[src/rtl/uart_pkg.sv]
// ============================================================================
// uart_pkg : shared UART encodings, rx state type and frame config  | rev 1.0
// ============================================================================
`timescale 1ns/1ps
`default_nettype none

package uart_pkg;

  localparam logic [1:0] PAR_NONE0 = 2'b00;
  localparam logic [1:0] PAR_ODD   = 2'b01;
  localparam logic [1:0] PAR_EVEN  = 2'b10;
  localparam logic [1:0] PAR_NONE3 = 2'b11;

  typedef enum logic [2:0] {
    RX_IDLE   = 3'd0,
    RX_START  = 3'd1,
    RX_DATA   = 3'd2,
    RX_PARITY = 3'd3,
    RX_STOP   = 3'd4,
    RX_DONE   = 3'd5
  } rx_state_e;

  typedef struct packed {
    logic [1:0] parity;
    logic       two_stop;
    logic       eight_bits;
  } frame_cfg_t;

  function automatic logic parity_enabled(input logic [1:0] p);
    return (p == PAR_ODD) || (p == PAR_EVEN);
  endfunction

endpackage

`default_nettype wire

[src/rtl/uart_sync.sv]
// ============================================================================
// uart_sync : STAGES-deep input synchronizer, async active-low preset to 1 | rev 1.0
// ============================================================================
`timescale 1ns/1ps
`default_nettype none

module uart_sync #(
  parameter int STAGES = 2
) (
  input  logic clk,
  input  logic rst,
  input  logic d,
  output logic q
);

  logic [STAGES-1:0] sync_q;
  logic [STAGES-1:0] sync_d;

  always_comb begin
    sync_d = {sync_q[STAGES-2:0], d};
  end

  always_ff @(posedge clk or negedge rst) begin
    if (!rst) begin
      sync_q <= '1;
    end else begin
      sync_q <= sync_d;
    end
  end

  assign q = sync_q[STAGES-1];

endmodule

`default_nettype wire

[src/rtl/uart_rx.sv]
// ============================================================================
// uart_rx : oversampling UART receiver, 7/8 data, N/O/E parity, 1/2 stop | rev 1.0
// ============================================================================
`timescale 1ns/1ps
`default_nettype none

module uart_rx
  import uart_pkg::*;
#(
  parameter int OVERSAMPLE  = 16,
  parameter int SYNC_STAGES = 2
) (
  input  logic       clk,
  input  logic       rst,
  input  logic       sample_tick,
  input  logic       rx_in,
  input  logic [1:0] parity_type,
  input  logic       stop_bits,
  input  logic       data_length,
  output logic [7:0] rx_data,
  output logic       rx_done,
  output logic       rx_active,
  output logic       parity_error,
  output logic       framing_error
);

  localparam int TW = $clog2(OVERSAMPLE);
  localparam logic [TW-1:0] TICK_HALF = TW'(OVERSAMPLE / 2 - 1);
  localparam logic [TW-1:0] TICK_FULL = TW'(OVERSAMPLE - 1);

  logic rx_s;

  uart_sync #(.STAGES(SYNC_STAGES)) u_sync (
    .clk (clk),
    .rst (rst),
    .d   (rx_in),
    .q   (rx_s)
  );

  rx_state_e     state_q, state_d;
  logic [TW-1:0] tick_cnt_q, tick_cnt_d;
  logic [2:0]    bit_cnt_q, bit_cnt_d;
  logic [7:0]    shift_q, shift_d;
  frame_cfg_t    cfg_q, cfg_d;
  logic          par_err_q, par_err_d;
  logic          frm_err_q, frm_err_d;
  logic [7:0]    rx_data_q, rx_data_d;
  logic          rx_done_q, rx_done_d;
  logic          rx_active_q, rx_active_d;
  logic          parity_error_q, parity_error_d;
  logic          framing_error_q, framing_error_d;
  logic [2:0]    last_bit;

  assign last_bit = cfg_q.eight_bits ? 3'd7 : 3'd6;

  always_comb begin
    state_d         = state_q;
    tick_cnt_d      = tick_cnt_q;
    bit_cnt_d       = bit_cnt_q;
    shift_d         = shift_q;
    cfg_d           = cfg_q;
    par_err_d       = par_err_q;
    frm_err_d       = frm_err_q;
    rx_data_d       = rx_data_q;
    rx_done_d       = 1'b0;
    rx_active_d     = rx_active_q;
    parity_error_d  = parity_error_q;
    framing_error_d = framing_error_q;

    case (state_q)
      RX_IDLE: begin
        if (sample_tick && !rx_s) begin
          state_d     = RX_START;
          tick_cnt_d  = '0;
          rx_active_d = 1'b1;
          cfg_d       = '{parity: parity_type, two_stop: stop_bits, eight_bits: data_length};
          shift_d     = '0;
          par_err_d   = 1'b0;
          frm_err_d   = 1'b0;
        end
      end
      RX_START: begin
        if (sample_tick) begin
          if (tick_cnt_q == TICK_HALF) begin
            tick_cnt_d = '0;
            bit_cnt_d  = '0;
            if (rx_s) begin
              state_d     = RX_IDLE;
              rx_active_d = 1'b0;
            end else begin
              state_d = RX_DATA;
            end
          end else begin
            tick_cnt_d = tick_cnt_q + TW'(1);
          end
        end
      end
      RX_DATA: begin
        if (sample_tick) begin
          if (tick_cnt_q == TICK_FULL) begin
            tick_cnt_d         = '0;
            shift_d[bit_cnt_q] = rx_s;
            if (bit_cnt_q == last_bit) begin
              bit_cnt_d = '0;
              state_d   = parity_enabled(cfg_q.parity) ? RX_PARITY : RX_STOP;
            end else begin
              bit_cnt_d = bit_cnt_q + 3'd1;
            end
          end else begin
            tick_cnt_d = tick_cnt_q + TW'(1);
          end
        end
      end
      RX_PARITY: begin
        if (sample_tick) begin
          if (tick_cnt_q == TICK_FULL) begin
            tick_cnt_d = '0;
            // odd parity wants an overall XOR of 1, even wants 0
            par_err_d  = (^shift_q) ^ rx_s ^ (cfg_q.parity == PAR_ODD);
            state_d    = RX_STOP;
          end else begin
            tick_cnt_d = tick_cnt_q + TW'(1);
          end
        end
      end
      RX_STOP: begin
        if (sample_tick) begin
          if (tick_cnt_q == TICK_FULL) begin
            tick_cnt_d = '0;
            if (!rx_s) begin
              frm_err_d = 1'b1;
            end
            if (cfg_q.two_stop && (bit_cnt_q == 3'd0)) begin
              bit_cnt_d = 3'd1;
            end else begin
              state_d = RX_DONE;
            end
          end else begin
            tick_cnt_d = tick_cnt_q + TW'(1);
          end
        end
      end
      RX_DONE: begin
        rx_data_d       = shift_q;
        parity_error_d  = par_err_q;
        framing_error_d = frm_err_q;
        rx_done_d       = 1'b1;
        rx_active_d     = 1'b0;
        state_d         = RX_IDLE;
      end
      default: begin
        state_d = RX_IDLE;
      end
    endcase
  end

  always_ff @(posedge clk or negedge rst) begin
    if (!rst) begin
      state_q         <= RX_IDLE;
      tick_cnt_q      <= '0;
      bit_cnt_q       <= '0;
      shift_q         <= '0;
      cfg_q           <= '0;
      par_err_q       <= 1'b0;
      frm_err_q       <= 1'b0;
      rx_data_q       <= '0;
      rx_done_q       <= 1'b0;
      rx_active_q     <= 1'b0;
      parity_error_q  <= 1'b0;
      framing_error_q <= 1'b0;
    end else begin
      state_q         <= state_d;
      tick_cnt_q      <= tick_cnt_d;
      bit_cnt_q       <= bit_cnt_d;
      shift_q         <= shift_d;
      cfg_q           <= cfg_d;
      par_err_q       <= par_err_d;
      frm_err_q       <= frm_err_d;
      rx_data_q       <= rx_data_d;
      rx_done_q       <= rx_done_d;
      rx_active_q     <= rx_active_d;
      parity_error_q  <= parity_error_d;
      framing_error_q <= framing_error_d;
    end
  end

  assign rx_data       = rx_data_q;
  assign rx_done       = rx_done_q;
  assign rx_active     = rx_active_q;
  assign parity_error  = parity_error_q;
  assign framing_error = framing_error_q;

endmodule

`default_nettype wire
[config.mk]
export PLATFORM = sky130hd
export DESIGN_NAME = uart_rx
export DESIGN_NICKNAME = d
export VERILOG_FILES = /design/src/rtl/uart_pkg.sv /design/src/rtl/uart_sync.sv /design/src/rtl/uart_rx.sv
export SDC_FILE = /design/constraint.sdc
export NUM_CORES = 1
export LEC_CHECK = 0
export CORE_MARGIN = 10
export CORE_UTILIZATION = 55
export CTS_CLUSTER_DIAMETER = 200
export CTS_CLUSTER_SIZE = 10
export DETAILED_ROUTE_END_ITERATION = 10
export PLACE_DENSITY = 0.77
export SKIP_CTS_REPAIR_TIMING = 1
export SLEW_MARGIN = 20
export SYNTH_ARGS = -nofsm -noshare
export SYNTH_HDL_FRONTEND = slang
export SYNTH_SLANG_ARGS = --single-unit
export TNS_END_PERCENT = 20
[constraint.sdc]
create_clock -name clk -period 3.9 [get_ports clk]
set_input_delay 0.39 -clock clk [delete_from_list [all_inputs] [get_ports clk]]
set_output_delay 0.39 -clock clk [all_outputs]
set_load 0.02 [all_outputs]
# == Word level (Yosys, flattened, before mapping) ==
# Cells that the tools add are included.
# totals
ff_bits,38
latch_bits,0
ramBits,0
mem_bits_ro,0
word_cells,120
mem_count,0
# op_classes
n_addsub,2
multipliers,0
div_mod_pow,0
order_cmp,2
eq_ne,25
n_shift,0
muxes,51
n_bitwise,2
n_reduce_logical,23
# ops
op,count
$mux W3,20
$ne A2 B2 Y1 const B,13
$mux W8,3
$mux W4,5
$pmux W8 S2,1
$pmux W3 S5,1
$mux W1,13
$pmux W4 S3,1
$reduce_and A4 Y1,3
$reduce_and A11 Y1,1
$reduce_and A5 Y1,2
$pmux W3 S3,1
$reduce_bool A3 Y1,3
$bwmux W8,1
$reduce_and A8 Y1,1
$reduce_xor A8 Y1,1
$eq A3 B2 Y1 const B,2
$eq A3 B3 Y1 const B,2
$logic_not A3 Y1,2
$reduce_bool A2 Y1,3
$add A4 B1 Y4 const B,1
$eq A4 B3 Y1 const B,1
$eq A4 B4 Y1 const B,1
$lt A3 B4 Y1 const B,1
17 further kinds,22

# == Longest topological paths before layout ==
# logic_depth
depth_word,8
ltp_mapped,8

# == Cells and area by module ==
# Synthesis repeated with hierarchy kept, for this count alone.
# hier_totals
hier_cells,214
area_unflattened_um2,2093.3
# modules_own_cells
mod,instances,cells_per_inst,area_per_inst_um2,seq_area_each_um2
uart_rx,1,212,2040.7,900.9
uart_sync,1,2,52.6,52.6

# == Worst setup path before layout ==
# OpenSTA, ideal clock, no wires.
# synth_path
path_type,flip-flop to flip-flop
start,reg bit_cnt_q[0]
end,reg state_q[1]
setup_time_ns,0.126
arrival_time_ns,1.909
required_time_ns,3.774
setup_slack_ns,1.865
path_stages_with_launch,9
n_path_buf,1
synth_period_minus_slack_ns,2.035
path_cell_list,dfrtp_1 clkbuf_1 inv_1 ha_1 nand3b_1 nor2_1 nor4_2 o21ai_1 a221o_1
# synth_between
elab_chain_cells,4
# synth_rtl
item,line,text
"start, declared",uart_rx.sv:42,"logic [2:0] bit_cnt_q, bit_cnt_d;"
"start signal, assigned",uart_rx.sv:174,bit_cnt_q <= bit_cnt_d;
$logic_not A3 Y1,uart_rx.sv:133,if (cfg_q.two_stop && (bit_cnt_q == 3'd0)) begin
$logic_and A1 B1 Y1,uart_rx.sv:133,
$ne A2 B2 Y1 (no line),-,
$reduce_and A11 Y1 (no line) *,-,
"end signal, assigned",uart_rx.sv:172,state_q <= state_d;
"end, declared",uart_rx.sv:40,"rx_state_e state_q, state_d;"
# Mark *: on every way between the ends. The rest lies on a longest branch, timed or not.
# A chain may end at the register's enable or synchronous reset.

# == Worst setup path after layout ==
# layout_path
start,reg state_q[0]
end,reg state_q[1]
# layout_between
elab_chain_cells,3
# layout_rtl
item,line,text
$eq A3 B3 Y1 (tied with other cells),uart_rx.sv:70,case (state_q)
$ne A2 B2 Y1 (no line),-,
$reduce_and A11 Y1 (no line),-,
# Parallel ways exist; a longest one is shown, timed or not.

==> results.sh <==
export IMPL_numCtsBuffers=5
export IMPL_period_share=0.6025
export IMPL_first_global_vias=1599
export IMPL_place_gp_congestion=0.8540
export IMPL_clk_pin_slew_ns=0.07
export IMPL_ys_seq_area_frac=0.4624
export IMPL_crit_chain="or3b_1, a31oi_2, nor4_2, o21ai_1, a221o_1"
export IMPL_worstReg2RegEnd="state_q[1]"
export IMPL_rows=22
export IMPL_syn_num_nets=220
export IMPL_synth_seq_cells=38
export IMPL_seq_area_sq_um=953.4
export IMPL_area_delta_synth_final_pct=12.26
export IMPL_cts_max_level=2
export IMPL_pre_cts_slack_ns=1.521
export IMPL_antennaDiodeCount=0
export IMPL_grt_overflow=0
export IMPL_nets=231
export IMPL_maxCapViolCount=0
export IMPL_grt_start_max_net_pins=39
export IMPL_status="finished clean"
export IMPL_crit_path_start_kind="register"
export IMPL_fp_dieW_um=81.23
export IMPL_cp_data_arrival_time_ns=2.51
export IMPL_critical_path_cell_count=5
export IMPL_drv_slew=0
export IMPL_synth_top_cell_area_share=0.4369
export IMPL_leakage_nw=0.9893
export IMPL_syn_area_per_cell_sq_um=9.913
export IMPL_n_fill_cell=316
export IMPL_antenna_found_initial=0
export IMPL_cts_tree="done"
export IMPL_layout_common_cells="dfrtp_1 (36), clkdlybuf4s50_1 (18), o21ai_0 (16)"
export IMPL_ir_worst_vdd_v=0.0003133
export IMPL_synth_top_area_cell="dfrtp_1"
export IMPL_antenna_left=0
export IMPL_core_area_sq_um=3633
export IMPL_io_pins=20
export IMPL_cts_num_sinks=38
export IMPL_setup_viol=0
export IMPL_slowest_delay_ns=0.73
export IMPL_drtPass1Iterations=4
export IMPL_rsz0062_at_grt="no"
export IMPL_viasPerCell=5.899
export IMPL_placed_cell_area_sq_um=2236
export IMPL_grt_pass1_wl_um=7265
export IMPL_grtUsageTotal=0.1347
export IMPL_critPathKind="register to register"
export IMPL_path_max_fanout=22
export IMPL_hpwl_um=2953
export IMPL_slew_headroom=0.3925
export IMPL_setup_ws_ns=1.550
export IMPL_die_area_sq_um=6598
export IMPL_yosys_warnings=0
export IMPL_min_path_type="primary input to async pin"
export IMPL_synthTopCellsByArea="dfrtp_1 (44%), mux2_2 (4.4%), xnor2_1 (4.2%)"
export IMPL_r2r_start="state_q[0]"
export IMPL_multi_input_area_sq_um=1007
export IMPL_cp_required_ns=4.06
export IMPL_crit_slowest_cell="dfrtp_1"
export IMPL_crit_buf_inv=0
export IMPL_fin_worst_skew_ns=0.006279
export IMPL_fmax_mhz=425.6
export IMPL_clock_root_buffer="clkbuf_8"
export IMPL_critPathTopFamily="simple AND/OR/NAND/NOR gates"
export IMPL_layout_commonest_cell="dfrtp_1"
export IMPL_start_util=0.5675
export IMPL_final_layout_size_suffix_gt1_frac=0.1096
export IMPL_ff2ff_setup_slack_ns=1.55
export IMPL_drc=0
export IMPL_endpoint_kind="register"
export IMPL_insertion_delay_ns=0.28
export IMPL_syn_area_sq_um=2062
export IMPL_tightest_slew_ns=0.9113
export IMPL_reg2reg_depth=5
export IMPL_drt_wl_total_um=3962
export IMPL_final_min_clock_period_ns=2.350
export IMPL_via_count=1575
export IMPL_hold_viol_final=0
export IMPL_design_area_sq_um=2315
export IMPL_wire_per_inst_um=14.84
export IMPL_yosys_cell_types_count=50
export IMPL_crit_start="state_q[0]"
export IMPL_io_buffers=19
export IMPL_power_w=0.001402
export IMPL_netlist_instances=208
export IMPL_tns_ns=0
export IMPL_fp_dieH_um=81.23
export IMPL_cts_buffer_depth=2
export IMPL_cellPowerDensity_nw_per_um2=605.8
export IMPL_drtIter0Drc=110
-- sequential cells by signal (all words and copies together) (netlist names), 2 cells and up --
register / count
state_q: 3
shift_q: 8
bit_cnt_q: 3
tick_cnt_q: 4
cfg_q: 4
rx_data: 8
u_sync.sync_q: 2
-- per-stage QoR --
step / util / cells / hold slack [ns]
final: 0.6371 / 267 / 0.2250
after global routing: 0.6371 / 267 / 0.3183
after floorplan: - / 208 / 0.09441
after global placement: 0.6154 / 260 / 0.3467
after CTS: 0.6371 / 267 / 0.2593
after detailed placement: 0.6154 / 260 / 0.3504
-- worst max-delay path by stage --
stage / endpoint / slack, ns
floorplan: state_q[1] / 1.87
global placement: state_q[1] / 1.64
detailed placement: state_q[1] / 1.52
CTS: state_q[1] / 1.59
global route: state_q[1] / 1.37
finish: state_q[1] / 1.55
-- cell families after synthesis --
logic type                 Yosys count  synth area share
xor gates and xnor gates            10           0.04247
AOI/OAI and AO/OA                   58            0.1796
DFF                                 38            0.4624
muxes                               14           0.07524
and+or+nand+nor                     61            0.1669
buffers and inverters               23           0.04915
adders and majority gates            4           0.02427
-- cells in the mapped netlist (all sizes together) --
library cell	count
inv	8
a31oi	6
and4b	1
a22o	1
nor4	4
nand2	13
ha	4
nor2b	3
nand3	4
and4	1
a31o	1
o21ai	26
a21oi	6
or3	2
nor3b	3
nand2b	5
nor2	10
o21a	1
a2bb2oi	1
o221a	1
and3	1
mux2	12
o2111ai	1
nand3b	3
o2bb2ai	1
mux2i	2
nor3	4
o211a	1
clkbuf	5
o31ai	6
xnor2	10
dfstp	2
dfrtp	36
buf	10
a41oi	1
a21boi	1
nand4	3
or3b	2
a221o	1
o41ai	1
o22ai	1
or2	2
a22oi	1
-- per-layer routing --
| metal | part of all wire | GRT usage | vias up |
|---|---|---|---|
| met5 | 0 | 0 | - |
| met4 | 0.0093 | 0.03460 | 0 |
| met3 | 0.075 | 0.03422 | 5 |
| met2 | 0.47 | 0.2197 | 56 |
| met1 | 0.45 | 0.1742 | 741 |
| li1 | - | - | 773 |
-- final cells by class --
type	instances	area share
Inverter	8	0.01297
Multi-Input combinational cell	147	0.4351
Clock inverter	2	0.004324
Sequential cell	38	0.4119
Tap cell	48	0.02595
Timing Repair Buffer	19	0.08000
Clock buffer	5	0.02973
-- report_power, final --
group / switching, W / leakage, nW / internal (W)
Sequential: 0.000151 / 0.502 / 0.000467
Clock: 0.000128 / 0.0438 / 0.000120
Combinational: 0.000291 / 0.444 / 0.000246
Note: power is estimated with default switching activity, not from simulation.
